===== src/rtl/spi_flash_pkg.sv =====
// Shared types and constants for the spi_flash Wishbone bridge.
//   bridge_state_t : bridge FSM states
//   WORD_BYTES     : bytes per flash word fetched by the bridge
package spi_flash_pkg;

  localparam int unsigned WORD_BYTES = 4;

  typedef enum logic [1:0] {
    IDLE     = 2'd0,
    FETCH    = 2'd1,
    PF_ISSUE = 2'd2,
    PF_WAIT  = 2'd3
  } bridge_state_t;

endpackage


===== src/rtl/spi_flash_wb_bridge_if.sv =====
// Wishbone-classic bus bundle between a bus master and spi_flash_wb_bridge.
//   slave modport  : the bridge (samples cyc/stb/we/adr, drives dat/ack)
//   master modport : the requester
interface spi_flash_wb_bridge_if #(
  parameter int unsigned ADDR_WIDTH = 24
);

  logic                  wb_cyc_i;
  logic                  wb_stb_i;
  logic                  wb_we_i;
  logic [ADDR_WIDTH-1:0] wb_adr_i;
  logic [31:0]           wb_dat_o;
  logic                  wb_ack_o;

  modport slave (
    input  wb_cyc_i,
    input  wb_stb_i,
    input  wb_we_i,
    input  wb_adr_i,
    output wb_dat_o,
    output wb_ack_o
  );

  modport master (
    output wb_cyc_i,
    output wb_stb_i,
    output wb_we_i,
    output wb_adr_i,
    input  wb_dat_o,
    input  wb_ack_o
  );

endinterface


===== src/rtl/spi_flash_wb_bridge.sv =====
// Read-only Wishbone-classic slave in front of spi_flash.
// Bus reads become single-word flash_strobe/flash_done transactions. A one-word buffer
// serves repeat reads, and (PREFETCH_EN) the next sequential word is fetched after every
// demand fill so linear fetch hits the controller's continuous-read path.
// Ports:
//   clk, reset         : clock, synchronous active-high reset
//   wb                 : Wishbone slave bundle (cyc/stb/we/adr in, dat/ack out)
//   flash_addr         : word-aligned address to spi_flash, held until flash_done
//   flash_strobe       : one-cycle transaction start
//   flash_data         : spi_flash read word
//   flash_done         : spi_flash completion pulse
//   flash_initialized  : spi_flash init complete; requests stall until set
module spi_flash_wb_bridge
  import spi_flash_pkg::*;
#(
  parameter int unsigned ADDR_WIDTH  = 24,
  parameter bit          PREFETCH_EN = 1'b1
) (
  input  logic                  clk,
  input  logic                  reset,
  spi_flash_wb_bridge_if.slave  wb,
  output logic [ADDR_WIDTH-1:0] flash_addr,
  output logic                  flash_strobe,
  input  logic [31:0]           flash_data,
  input  logic                  flash_done,
  input  logic                  flash_initialized
);

  localparam int unsigned WA = ADDR_WIDTH - 2;

  bridge_state_t   state_q, state_d;
  logic            buf_valid_q, buf_valid_d;
  logic [WA-1:0]   buf_addr_q, buf_addr_d;
  logic [31:0]     buf_data_q, buf_data_d;
  logic            ack_q, ack_d;
  logic [31:0]     dat_q, dat_d;
  logic [ADDR_WIDTH-1:0] flash_addr_q, flash_addr_d;
  logic            strobe_q, strobe_d;

  logic            req;
  logic [WA-1:0]   adr_w;
  logic [WA-1:0]   faddr_w;
  logic            hit;
  logic            top_word;
  logic [WA-1:0]   pf_w;
  logic            unused_adr_lsb;

  // Byte-lane bits carry no information for a word-wide read-only slave.
  assign unused_adr_lsb = ^wb.wb_adr_i[1:0];

  // Masking with ack_q keeps a classic master that still holds stb in the ack cycle
  // from being seen as a second request.
  assign req      = wb.wb_cyc_i & wb.wb_stb_i & ~ack_q & flash_initialized;
  assign adr_w    = wb.wb_adr_i[ADDR_WIDTH-1:2];
  assign faddr_w  = flash_addr_q[ADDR_WIDTH-1:2];
  assign hit      = buf_valid_q && (buf_addr_q == adr_w);
  assign top_word = &faddr_w;
  assign pf_w     = buf_addr_q + WA'(1);

  always_comb begin
    state_d      = state_q;
    buf_valid_d  = buf_valid_q;
    buf_addr_d   = buf_addr_q;
    buf_data_d   = buf_data_q;
    ack_d        = 1'b0;
    dat_d        = dat_q;
    flash_addr_d = flash_addr_q;
    strobe_d     = 1'b0;

    case (state_q)
      IDLE: begin
        if (req) begin
          if (wb.wb_we_i) begin
            ack_d = 1'b1;
            dat_d = 32'h0;
          end else if (hit) begin
            ack_d = 1'b1;
            dat_d = buf_data_q;
          end else begin
            strobe_d     = 1'b1;
            flash_addr_d = {adr_w, 2'b00};
            state_d      = FETCH;
          end
        end
      end

      FETCH: begin
        // The fill completes even if the master walked away; ack only a request that is
        // still the one being fetched. Anything else is re-evaluated from IDLE.
        if (flash_done) begin
          buf_data_d  = flash_data;
          buf_addr_d  = faddr_w;
          buf_valid_d = 1'b1;
          if (wb.wb_cyc_i && wb.wb_stb_i && !wb.wb_we_i && (adr_w == faddr_w)) begin
            ack_d = 1'b1;
            dat_d = flash_data;
          end
          state_d = (PREFETCH_EN && !top_word) ? PF_ISSUE : IDLE;
        end
      end

      PF_ISSUE: begin
        strobe_d     = 1'b1;
        flash_addr_d = {pf_w, 2'b00};
        state_d      = PF_WAIT;
      end

      PF_WAIT: begin
        // Requests are held until the prefetch lands; only a read of the prefetched word
        // is answered directly, the rest see the refreshed buffer from IDLE.
        if (flash_done) begin
          buf_data_d = flash_data;
          buf_addr_d = faddr_w;
          if (req && !wb.wb_we_i && (adr_w == faddr_w)) begin
            ack_d = 1'b1;
            dat_d = flash_data;
          end
          state_d = IDLE;
        end
      end

      default: state_d = IDLE;
    endcase
  end

  always_ff @(posedge clk) begin
    if (reset) begin
      state_q      <= IDLE;
      buf_valid_q  <= 1'b0;
      buf_addr_q   <= '0;
      buf_data_q   <= '0;
      ack_q        <= 1'b0;
      dat_q        <= '0;
      flash_addr_q <= '0;
      strobe_q     <= 1'b0;
    end else begin
      state_q      <= state_d;
      buf_valid_q  <= buf_valid_d;
      buf_addr_q   <= buf_addr_d;
      buf_data_q   <= buf_data_d;
      ack_q        <= ack_d;
      dat_q        <= dat_d;
      flash_addr_q <= flash_addr_d;
      strobe_q     <= strobe_d;
    end
  end

  assign wb.wb_ack_o  = ack_q;
  assign wb.wb_dat_o  = dat_q;
  assign flash_addr   = flash_addr_q;
  assign flash_strobe = strobe_q;

endmodule


===== src/flat_wrapper.sv =====
// flat-port wrapper written by rule: the top's interface ports become plain ports
module spi_flash_wb_bridge_flat import spi_flash_pkg::*;
#(
  parameter int unsigned ADDR_WIDTH  = 24,
  parameter bit          PREFETCH_EN = 1'b1
)
  (clk, reset, flash_addr, flash_strobe, flash_data, flash_done, flash_initialized, wb_wb_cyc_i, wb_wb_stb_i, wb_wb_we_i, wb_wb_adr_i, wb_wb_dat_o, wb_wb_ack_o);
  spi_flash_wb_bridge_if #(.ADDR_WIDTH(ADDR_WIDTH)) wb_i ();
  input  logic clk;
  input  logic reset;
  output logic [ADDR_WIDTH-1:0] flash_addr;
  output logic flash_strobe;
  input  logic [31:0] flash_data;
  input  logic flash_done;
  input  logic flash_initialized;
  input wire logic [$bits(wb_i.wb_cyc_i)-1:0] wb_wb_cyc_i;
  input wire logic [$bits(wb_i.wb_stb_i)-1:0] wb_wb_stb_i;
  input wire logic [$bits(wb_i.wb_we_i)-1:0] wb_wb_we_i;
  input wire logic [$bits(wb_i.wb_adr_i)-1:0] wb_wb_adr_i;
  output wire logic [$bits(wb_i.wb_dat_o)-1:0] wb_wb_dat_o;
  output wire logic [$bits(wb_i.wb_ack_o)-1:0] wb_wb_ack_o;
  assign wb_i.wb_cyc_i = wb_wb_cyc_i;
  assign wb_i.wb_stb_i = wb_wb_stb_i;
  assign wb_i.wb_we_i = wb_wb_we_i;
  assign wb_i.wb_adr_i = wb_wb_adr_i;
  assign wb_wb_dat_o = wb_i.wb_dat_o;
  assign wb_wb_ack_o = wb_i.wb_ack_o;
  spi_flash_wb_bridge #(.ADDR_WIDTH(ADDR_WIDTH), .PREFETCH_EN(PREFETCH_EN)) u_core (.clk(clk), .reset(reset), .wb(wb_i), .flash_addr(flash_addr), .flash_strobe(flash_strobe), .flash_data(flash_data), .flash_done(flash_done), .flash_initialized(flash_initialized));
endmodule

===== config.mk =====
export PLATFORM = sky130hd
export DESIGN_NAME = spi_flash_wb_bridge_flat
export DESIGN_NICKNAME = d
export VERILOG_FILES = /design/src/rtl/spi_flash_pkg.sv /design/src/rtl/spi_flash_wb_bridge_if.sv /design/src/rtl/spi_flash_wb_bridge.sv /design/src/flat_wrapper.sv
export SDC_FILE = /design/constraint.sdc
export NUM_CORES = 1
export LEC_CHECK = 0
export CORE_UTILIZATION = 50
export CTS_CLUSTER_SIZE = 28
export DETAILED_ROUTE_END_ITERATION = 8
export PLACE_DENSITY = 0.81
export SETUP_SLACK_MARGIN = 0.5
export SYNTH_ARGS = -nofsm -noshare
export SYNTH_HDL_FRONTEND = slang
export SYNTH_SLANG_ARGS = --single-unit

===== constraint.sdc =====
create_clock -name clk -period 4.05 [get_ports clk]
set_input_delay 0.81 -clock clk [delete_from_list [all_inputs] [get_ports clk]]
set_output_delay 0.81 -clock clk [all_outputs]
set_load 0.05 [all_outputs]

==> impl_results.md, run 1 <==
- Post-CTS setup repair buffer count: 0
- Setup_tns: 0 ns
- Async S/R FF share, synth: 0
- Worst-case clock buffer depth: 2
- Register bit total from synthesis: 113
- First-pass GRT wire length: 25600 um
- PostCTS Resize Cnt: 0
- Placed Cells: 888
- Status: complete, no violations
- Dpl hpwl: 10300 um
- 1st-pass router iterations: 5
- Area growth syn-to-layout: 29.1%
- Most common cell after layout, fill and taps aside: nand2_1
- Tot Pwr: 3.09 mW
- Hold_buf cts: 0
- Vias in the first global route: 5174
- Crit. path cell count: 7
- Multi-input gate area: 3210 um2
- Crit path max-delay family: buffers and inverters
- Max Cap Viol: 0
- Max Fanout on Critical Path: 15
- Row count: 38
- Nets: 831
- Via count: 5460
- Register area share after synthesis: 0.391
- Cell Area, Synth: 5790 um2
- GRT Overall Usage: 0.277
- Commonest cells after routing, fill and taps aside: nand2_1 (118), clkdlybuf4s50_1 (115), a21oi_1 (113)
- Die extent in y: 110 um
- Placement Cell Area: 6910 um2
- Hold Crit Class: reg2reg
- Worst-path cell chain: clkdlybuf4s50_1 > nand2_1 > or4_4 > a21oi_4 > buf_4 > mux2i_1 > a211oi_1
- Final wirelength: 16300 um
- TritonCTS clock tree: done
- Post-route ant nets: 0
- RSZ-0062 raised after global routing: no
- Clk sinks: 113
- Diode count: 0
- Fin. Hold Viols: 0
- RePlAce Congestion: 0.919
- Initial antenna violation count: 0
- CTS H-Tree Depth: 4
- Required time of the critical path: 4.34 ns
- Ys Warns: 0
- Num ports: 121
- DRC: 0
- Fmax achieved: 345 MHz
- Distinct cells, synth: 44
- Layout cell share with drive strength beyond 1: 0.0976
- Syn_area_per_cell: 8.46 um2
- CTS root buf: clkbuf_16
- Post-Layout Inst Area: 7470 um2
- IO buf count: 116
- Via-to-Cell Ratio: 5.94
- Setup crit end kind: register
- Clk pin slew, worst setup/hold paths: 0.05 ns
- Slowest stage delay, CP: 0.53 ns
- Arrival time worst endpoint: 3.19 ns
- GRT overflow: 0
- Slowest-stage cell, CP: or4_4
- Core Area: 11100 um2
- WP buf/inv: 2
- Flip-flop and latch area: 2260 um2
- Final Cycle Share: 0.717
- Max Slew Vio Count: 0
- VDD IR max: 0.300 mV
- Power per standard cell area: 414 nW/um2
- Clock Latency Late Sink: 0.41 ns
- Die area: 12000 um2
- Min-Delay Path Depth: 2
- Initial Util: 0.522
- Largest net degree at the start of global routing: 101
- # fillers: 901
- First DRT Iteration DRCs: 547
- Pin slew with the least headroom to its limit: 1.19 ns
- Final setup vio count: 0
- Leak: 2.43 nW
- CP startpoint kind: primary input
- Synth Instances: 684
- Worst-case reg-to-reg path depth: 6
- EDFF count, synth: 0
- Clock skew: 0.00833 ns
- Tmin final: 2.90 ns
- Slew margin rel.: 0.205
- WL per Instance: 17.7 um
- TritonCTS buffer count: 17
- Most used flip-flop cell after synthesis: dfxtp_1
- Die extent in x: 110 um
- Finished Layout Cells: 919
- Kind of critical path: in2reg
==> layer usage <==
layer | part of all wire | global-route usage
met2 | 0.49 | 0.456
met1 | 0.43 | 0.349
met5 | 0 | 0
met3 | 0.063 | 0.0688
met4 | 0.020 | 0.101
==> sequential cells by signal (all words and copies together), names as in the netlist, named ones only <==
register,count
u_core.buf_data_q,32
u_core.wb.wb_dat_o,32
u_core.buf_addr_q,22
u_core.flash_addr,22
u_core.buf_valid_q,1
u_core.flash_strobe,1
u_core.state_q,1
u_core.wb.wb_ack_o,1
==> path summary, 6_finish.rpt <==
check             slack [ns]                         startpoint                                  to
setup / recovery        1.15                        wb_wb_cyc_i  u_core.flash_addr[21]$_SDFFE_PP0P_
hold reg to reg         0.45  u_core.buf_data_q[1]$_SDFFE_PP0P_   u_core.buf_data_q[1]$_SDFFE_PP0P_
hold / removal          0.45  u_core.buf_data_q[1]$_SDFFE_PP0P_   u_core.buf_data_q[1]$_SDFFE_PP0P_
setup reg to reg        1.70      u_core.wb.wb_ack_o$_SDFF_PP0_  u_core.flash_addr[21]$_SDFFE_PP0P_
==> cell usage after synthesis, drive strengths merged, types with 9 or more instances <==
| cell type | n | area (um2) |
|---|---|---|
| nand4 | 14 | 87.6 |
| dfxtp | 113 | 2260 |
| a211oi | 19 | 143 |
| nor2 | 33 | 124 |
| a311oi | 32 | 374 |
| nor3 | 11 | 55.1 |
| mux2i | 18 | 180 |
| buf | 27 | 191 |
| nor3b | 33 | 248 |
| clkbuf | 35 | 131 |
| nand3 | 9 | 50.1 |
| xnor2 | 30 | 263 |
| a21oi | 124 | 669 |
| nand2 | 119 | 447 |
| xor2 | 32 | 280 |
==> cells by family after synthesis <==
family	Yosys count	share of synthesized area
muxes	20	0.0350
xor gates and xnor gates	62	0.0939
and+or+nand+nor	239	0.203
adders and majority gates	1	0.00216
buffers and inverters	66	0.0584
DFF	113	0.391
AOI/OAI and AO/OA	182	0.216
other	1	0.000648
==> power by group <==
group          switching, mW  internal [mW]
Combinational          0.296          0.180
Sequential            0.0421           1.15
Clock                  0.510          0.911
==> cell type report <==
class / count / area share
inverters: 4 / 0.00201
flip-flops and latches: 113 / 0.303
clock inverters: 11 / 0.0152
repair buffers: 125 / 0.167
multi-input cells: 506 / 0.429
clock buffers: 20 / 0.0598
well taps: 140 / 0.0234
==> stage by stage <==
| step | hold slack, ns | worst slack (ns) | util |
|---|---|---|---|
| 6_report | 0.453 | 1.15 | 0.674 |
| 5_1_grt | 0.470 | 1.11 | 0.674 |
| 3_5_place_dp | 0.442 | 0.825 | 0.624 |
| 4_1_cts | 0.449 | 1.18 | 0.674 |
| 3_3_place_gp | 0.436 | 0.951 | 0.624 |
| 2_1_floorplan | 0.432 | 1.71 | - |
==> worst min-delay path, cell delays in order, from the launching register on <==
cell	delay, ns
dfxtp_1	0.30
nand2_1	0.05
a21oi_1	0.05
Power figures use the tool's default switching activity.
==> run 2, diff against run 1 <==
==> constraint.sdc (replaced) <==
create_clock -name clk -period 2.95 [get_ports clk]
set_input_delay 0.59 -clock clk [delete_from_list [all_inputs] [get_ports clk]]
set_output_delay 0.59 -clock clk [all_outputs]
set_load 0.05 [all_outputs]
==> run 2 against run 1 <==
  * Worst setup slack worse by 0.56 ns
  * Sequential share of layout area shrank 0.95 points
  * Clock skew is 0.0022 ns lower
  * Critical path depth is 1 higher
  * Total power grew 39%
  * Register-to-register slack worse by 0.97 ns
  * Highest routed layer unchanged
  * Die area stayed put
  * Worst hold slack got worse by 0.0037 ns
  * Design area up 3.2%
  * Flip-flop and latch count unchanged
  * Critical endpoint is now u_core.wb.wb_dat_o[7]$_SDFFE_PP0P_
  * Combinational power increased by 46%
==> impl_results.md, run 2 (synthesis gave the netlist of run 1 again) <==
- Max Slew Vio Count: 0 (unchanged)
- GRT Overall Usage: 0.282 (+0.00555)
- Layout cell share with drive strength beyond 1: 0.122 (+0.0241)
- Met1 Routed Length: 7000 um (-0.11%)
- Initial antenna violation count: 0 (unchanged)
- Final wirelength: 16700 um (+2.7%)
- Commonest cells after routing, fill and taps aside: nand2_1 (118), a21oi_1 (113), dfxtp_1 (112), clkdlybuf4s50_1 (112)
- CP startpoint kind: primary input
- Placed Cells: 894 (+0.68%)
- Fmax achieved: 423 MHz
- Pin slew with the least headroom to its limit: 0.891 ns (-0.302 ns)
- Max Fanout on Critical Path: 20 (+5)
- Final Cycle Share: 0.802
- Top sig layer: met4
- Die area: 12000 um2 (unchanged)
- Post-route ant nets: 0 (unchanged)
- Nets: 841 (+1.2%)
- TritonCTS buffer count: 17 (unchanged)
- Via-to-Cell Ratio: 5.91 (-0.51%)
- Required time of the critical path: 3.26 ns (-1.08 ns)
- Clock Latency Late Sink: 0.42 ns (about the same)
- DRC: 0 (unchanged)
- RePlAce Congestion: 0.902 (-1.9%)
- Clk sinks: 113 (unchanged)
- Kind of critical path: in2reg
- TritonCTS clock tree: done
- Core Area: 11100 um2 (unchanged)
- Largest net degree at the start of global routing: 92 (-8.9%)
- Final setup vio count: 0 (unchanged)
- Setup_tns: 0 ns (unchanged)
- Place WS: 0.129 ns (-0.696 ns)
- Hold Crit Class: reg2reg
- Vias in the first global route: 5252 (+1.5%)
- First-pass GRT wire length: 26000 um (+1.7%)
- Num ports: 121 (unchanged)
- Initial Util: 0.522 (unchanged)
- Status: complete, no violations
- GRT overflow: 0 (unchanged)
- Clk pin slew, worst setup/hold paths: 0.05 ns (about the same)
- Arrival time worst endpoint: 2.68 ns (-0.51 ns)
- CTS H-Tree Depth: 4 (unchanged)
- Clock skew: 0.00617 ns (-0.00216 ns)
- Via count: 5491 (+0.57%)
- 1st-pass router iterations: 7 (+2)
- Setup crit end kind: register
- Metal2 WL: 8240 um (+4.1%)
- Worst-case clock buffer depth: 2 (unchanged)
- Tmin final: 2.37 ns
- Finished Layout Cells: 929 (+1.1%)
- Die extent in y: 110 um (unchanged)
- Die extent in x: 110 um (unchanged)
- Max Cap Viol: 0 (unchanged)
- Final Core Density: 0.696 (+0.0219)
- IO buf count: 116 (unchanged)
- Area growth syn-to-layout: 33.3%
- Power per standard cell area: 557 nW/um2 (+35%)
- Leak: 2.55 nW (+4.9%)
- Dpl hpwl: 10600 um (+3.0%)
- Worst setup margin: 0.584 ns (-0.564 ns)
- Most common cell after layout, fill and taps aside: nand2_1
- Slew margin rel.: 0.405 (+0.200)
- Fin. Hold Viols: 0 (unchanged)
- RSZ-0062 raised after global routing: yes
- First DRT Iteration DRCs: 455 (-17%)
- Row count: 38 (unchanged)
- VDD IR max: 0.338 mV (+13%)
- CTS root buf: clkbuf_16
- WL per Instance: 18.0 um (+1.6%)
- Met3 routed WL: 1140 um (+11%)
- Diode count: 0 (unchanged)
[run 2: cell count changes in the layout (fill, tap and decap cells not counted), moves of 2 or more]
cell / before / now
a211oi_1: 19 / 17
a211oi_2: 0 / 2
buf_12: 2 / 7
buf_4: 8 / 11
clkbuf_16: 17 / 19
clkdlybuf4s50_1: 115 / 112
clkinvlp_4: 2 / 4
dlymetal6s2s_1: 0 / 3
nor4_1: 6 / 2
nor4_2: 0 / 4
xnor2_1: 30 / 28
xnor2_2: 0 / 2
[run 2: through the flow]
step,hold WS (ns),area (um2),power [mW]
2_1_floorplan,0.432,5790,2.08
3_3_place_gp,0.436,7010,2.31
3_5_place_dp,0.443,7010,2.32
4_1_cts,0.451,7580,4.27
5_1_grt,0.478,7710,4.42
6_report,0.449,7710,4.30
[run 2: path summary, 6_finish.rpt]
path	to	slack, ns	start	depth (start not counted)
setup reg to reg	u_core.flash_addr[23]$_SDFFE_PP0P_	0.73	u_core.buf_addr_q[2]$_SDFFE_PP0P_	6
hold reg to reg	u_core.buf_data_q[25]$_SDFFE_PP0P_	0.45	u_core.buf_data_q[25]$_SDFFE_PP0P_	2
setup / recovery	u_core.wb.wb_dat_o[7]$_SDFFE_PP0P_	0.58	wb_wb_adr_i[6]	8
hold / removal	u_core.buf_data_q[25]$_SDFFE_PP0P_	0.45	u_core.buf_data_q[25]$_SDFFE_PP0P_	2
[run 2: area by class of cell]
class | count | area, um2
multi-input cells | 506 | 3270
flip-flops and latches | 113 | 2260
fillers | 839 | 3360
repair buffers | 135 | 1430
inverters | 4 | 15.0
clock inverters | 11 | 115
well taps | 140 | 175
clock buffers | 20 | 447
[run 2: report_power, final]
group / total, mW / internal, mW / switching, mW
registers: 1.64 / 1.58 / 0.0573
logic: 0.694 / 0.274 / 0.420
clock network: 1.96 / 1.25 / 0.716
[run 2: what timing repair did]
action | in CTS | in global routing
gates resized for setup | 2 | 14
setup buffers | 0 | 2
setup endpoints to repair | 16 | 51
pin swaps | 0 | 6
hold buffers | 0 | 0
gates cloned | 0 | 2
[run 2: worst max-delay path, cell delays in order]
cell and delay, ns:
clkdlybuf4s50_1 0.49, xor2_1 0.20, nor4_2 0.32, nand4_1 0.20, o21ai_4 0.28, buf_12 0.19, a21oi_1 0.11, a311oi_2 0.30
[run 2: per-layer routing]
metal	vias up	GRT usage
li1	2610	-
met1	2619	0.357
met2	228	0.464
met3	34	0.0670
met4	0	0.110
met5	-	0
==> run 3, diff against run 2 <==
==> constraint.sdc (replaced) <==
create_clock -name clk -period 2.2 [get_ports clk]
set_input_delay 0.44 -clock clk [delete_from_list [all_inputs] [get_ports clk]]
set_output_delay 0.44 -clock clk [all_outputs]
set_load 0.05 [all_outputs]
==> run 3 against run 2 <==
  * The run now ends with setup timing left
  * Sequential power rose by 35%
  * Worst setup slack lost 1.1 ns
  * Die area is the same
  * Largest cell class unchanged
==> impl_results.md, run 3 (synthesis gave the netlist of run 1 again) <==
- Slew margin rel.: 0.479 (+0.0743)
- Max Cap Viol: 0 (unchanged)
- Setup_tns: -25.31 ns (-25.31 ns)
- Place WS: -0.501 ns (-0.630 ns)
- Initial Util: 0.522 (unchanged)
- Num ports: 121 (unchanged)
- GRT Overall Usage: 0.379 (+0.0969)
- Worst-case reg-to-reg path depth: 9 (+3)
- Fin. Hold Viols: 0 (unchanged)
- Max Fanout on Critical Path: 5 (-75%)
- # fillers: 483 (-42%)
- Pin slew with the least headroom to its limit: 0.781 ns (-0.110 ns)
- Most common cell after layout, fill and taps aside: nand2_1
- Reg power frac: 0.337 (-0.044)
- Tmin final: 2.75 ns
- Placement Cell Area: 7420 um2 (+5.9%)
- Diode count: 0 (unchanged)
- Combinational share of power: 0.207 (+0.046)
- Setup crit end kind: register
- TritonCTS buffer count: 17 (unchanged)
- Worst setup margin: -0.553 ns (-1.14 ns)
- 1st-pass router iterations: 6 (-1)
- Worst-case clock buffer depth: 2 (unchanged)
- Die extent in y: 110 um (unchanged)
- Final setup vio count: 58 (+58)
- Via count: 7019 (+28%)
- Die area: 12000 um2 (unchanged)
- Placed Cells: 929 (+3.9%)
- Clk sinks: 113 (unchanged)
- CTS root buf: clkbuf_16
- IO buf count: 116 (unchanged)
- CP startpoint kind: primary input
- Critical path endpoint: u_core.flash_addr[23]$_SDFFE_PP0P_
- Vias in the first global route: 6385 (+22%)
- TritonCTS clock tree: done
- Core Area: 11100 um2 (unchanged)
- Worst R2R End: u_core.flash_addr[23]$_SDFFE_PP0P_
- Die extent in x: 110 um (unchanged)
- Largest net degree at the start of global routing: 66 (-28%)
- Clock Latency Late Sink: 0.44 ns (+0.02 ns)
- Psw: 1.95 mW (+64%)
- Post-route ant nets: 0 (unchanged)
- Final wirelength: 28800 um (+72%)
- Clock skew: 0.0197 ns (+0.0136 ns)
- Layout cell share with drive strength beyond 1: 0.395 (+0.274)
- Power per standard cell area: 700 nW/um2 (+26%)
- Status: finished with violations
- Required time of the critical path: 2.53 ns (-0.73 ns)
- Via-to-Cell Ratio: 6.93 (+17%)
- Fmax achieved: 363 MHz
- Worst hold margin: 0.460 ns (+0.0113 ns)
- Final Core Density: 0.850 (+0.154)
- DRC: 0 (unchanged)
- Setup slack, reg-to-reg: -0.54 ns (-1.27 ns)
- VDD IR max: 0.700 mV (+110%)
- Clock share of power: 0.457 (about the same)
- Dpl hpwl: 11200 um (+5.2%)
- Switching fraction of total power: 0.296 (+0.0185)
- Post-Layout Inst Area: 9420 um2 (+22%)
- Area growth syn-to-layout: 62.7%
- RePlAce Congestion: 0.946 (+4.9%)
- Failing checks: setup timing
- Nets: 924 (+9.9%)
- First DRT Iteration DRCs: 1152 (+150%)
- CTS H-Tree Depth: 4 (unchanged)
- Tot Pwr: 6.59 mW (+53%)
- WL per Instance: 28.4 um (+58%)
- Kind of critical path: in2reg
- Finished Layout Cells: 1013 (+9.0%)
- Worst r2r src: u_core.buf_addr_q[20]$_SDFFE_PP0P_
- RSZ-0062 raised after global routing: yes
- Final Cycle Share: 1.25
- Clk pin slew, worst setup/hold paths: 0.06 ns (about the same)
- Leak: 3.39 nW (+33%)
- Hold_buf cts: 0 (unchanged)
- Max Slew Vio Count: 0 (unchanged)
- Worst setup path start: wb_wb_adr_i[22]
- Arrival time worst endpoint: 3.08 ns (+0.40 ns)
- Commonest cells after routing, fill and taps aside: nand2_1 (116), a21oi_1 (96), dfxtp_1 (72)
- First-pass GRT wire length: 34100 um (+31%)
- Internal power: 4.64 mW (+49%)
- Row count: 38 (unchanged)
- Initial antenna violation count: 4 (+4)
- GRT overflow: 0 (unchanged)
- Hold Crit Class: reg2reg
run 3: changes by cell type in the layout (fill, tap and decap cells not counted), moves of 22 or more:
| cell | delta |
|---|---|
| buf_4 | +42 |
| clkdlybuf4s15_2 | +49 |
| clkdlybuf4s50_1 | -79 |
| dfxtp_1 | -40 |
| dfxtp_2 | +23 |
| dlygate4sd2_1 | +22 |
run 3: area by class of cell:
type,instances,area (um2),area share
Clock buffer,24,504,0.0536
Clock inverter,8,119,0.0126
Inverter,4,15.0,0.00159
Multi-Input combinational cell,506,3790,0.403
Sequential cell,113,2360,0.250
Tap cell,140,175,0.0186
Timing Repair Buffer,218,2450,0.261
run 3: what timing repair did:
action / 4_1_cts / 5_1_grt
pin swaps: 39 / 28
resized for setup: 279 / 82
setup endpoints to repair: 167 / 97
gates cloned: 10 / 3
buffers inserted: 17 / 22
run 3: worst max-delay path, stage by stage:
cell and delay (ns):
dlygate4sd2_1 0.31, xnor2_2 0.24, nand4_1 0.39, nor4_4 0.65
buf_4 0.23, a21oi_4 0.10, buf_6 0.14, buf_6 0.11
mux2_4 0.30, a211oi_2 0.17
run 3: worst min-delay path by stage:
stage,from,endpoint,slack [ns],cells past startpoint
3_3_place_gp,u_core.buf_data_q[1]$_SDFFE_PP0P_,u_core.buf_data_q[1]$_SDFFE_PP0P_,0.44,2
4_1_cts,u_core.buf_data_q[23]$_SDFFE_PP0P_,u_core.buf_data_q[23]$_SDFFE_PP0P_,0.45,2
3_5_place_dp,u_core.buf_data_q[23]$_SDFFE_PP0P_,u_core.buf_data_q[23]$_SDFFE_PP0P_,0.44,2
5_1_grt,u_core.buf_data_q[8]$_SDFFE_PP0P_,u_core.buf_data_q[8]$_SDFFE_PP0P_,0.48,2
6_report,u_core.buf_data_q[5]$_SDFFE_PP0P_,u_core.buf_data_q[5]$_SDFFE_PP0P_,0.46,2
2_1_floorplan,u_core.buf_data_q[0]$_SDFFE_PP0P_,u_core.buf_data_q[0]$_SDFFE_PP0P_,0.43,2
run 3: routing by layer:
layer	wire (um)	global-route usage	up-vias
met5	37	0	-
met4	2810	0.247	6
met3	3590	0.107	276
met2	12600	0.634	702
met1	9770	0.421	3260
li1	-	-	2775
run 3: power by group through the flow:
| stage | registers, mW | logic [mW] | clock network, mW |
|---|---|---|---|
| 2_1_floorplan | 2.39 | 0.406 | 0 |
| 3_3_place_gp | 2.23 | 0.926 | 0 |
| 3_5_place_dp | 2.23 | 0.946 | 0 |
| 4_1_cts | 2.20 | 1.11 | 2.92 |
| 5_1_grt | 2.22 | 1.39 | 3.08 |
| 6_report | 2.22 | 1.36 | 3.01 |
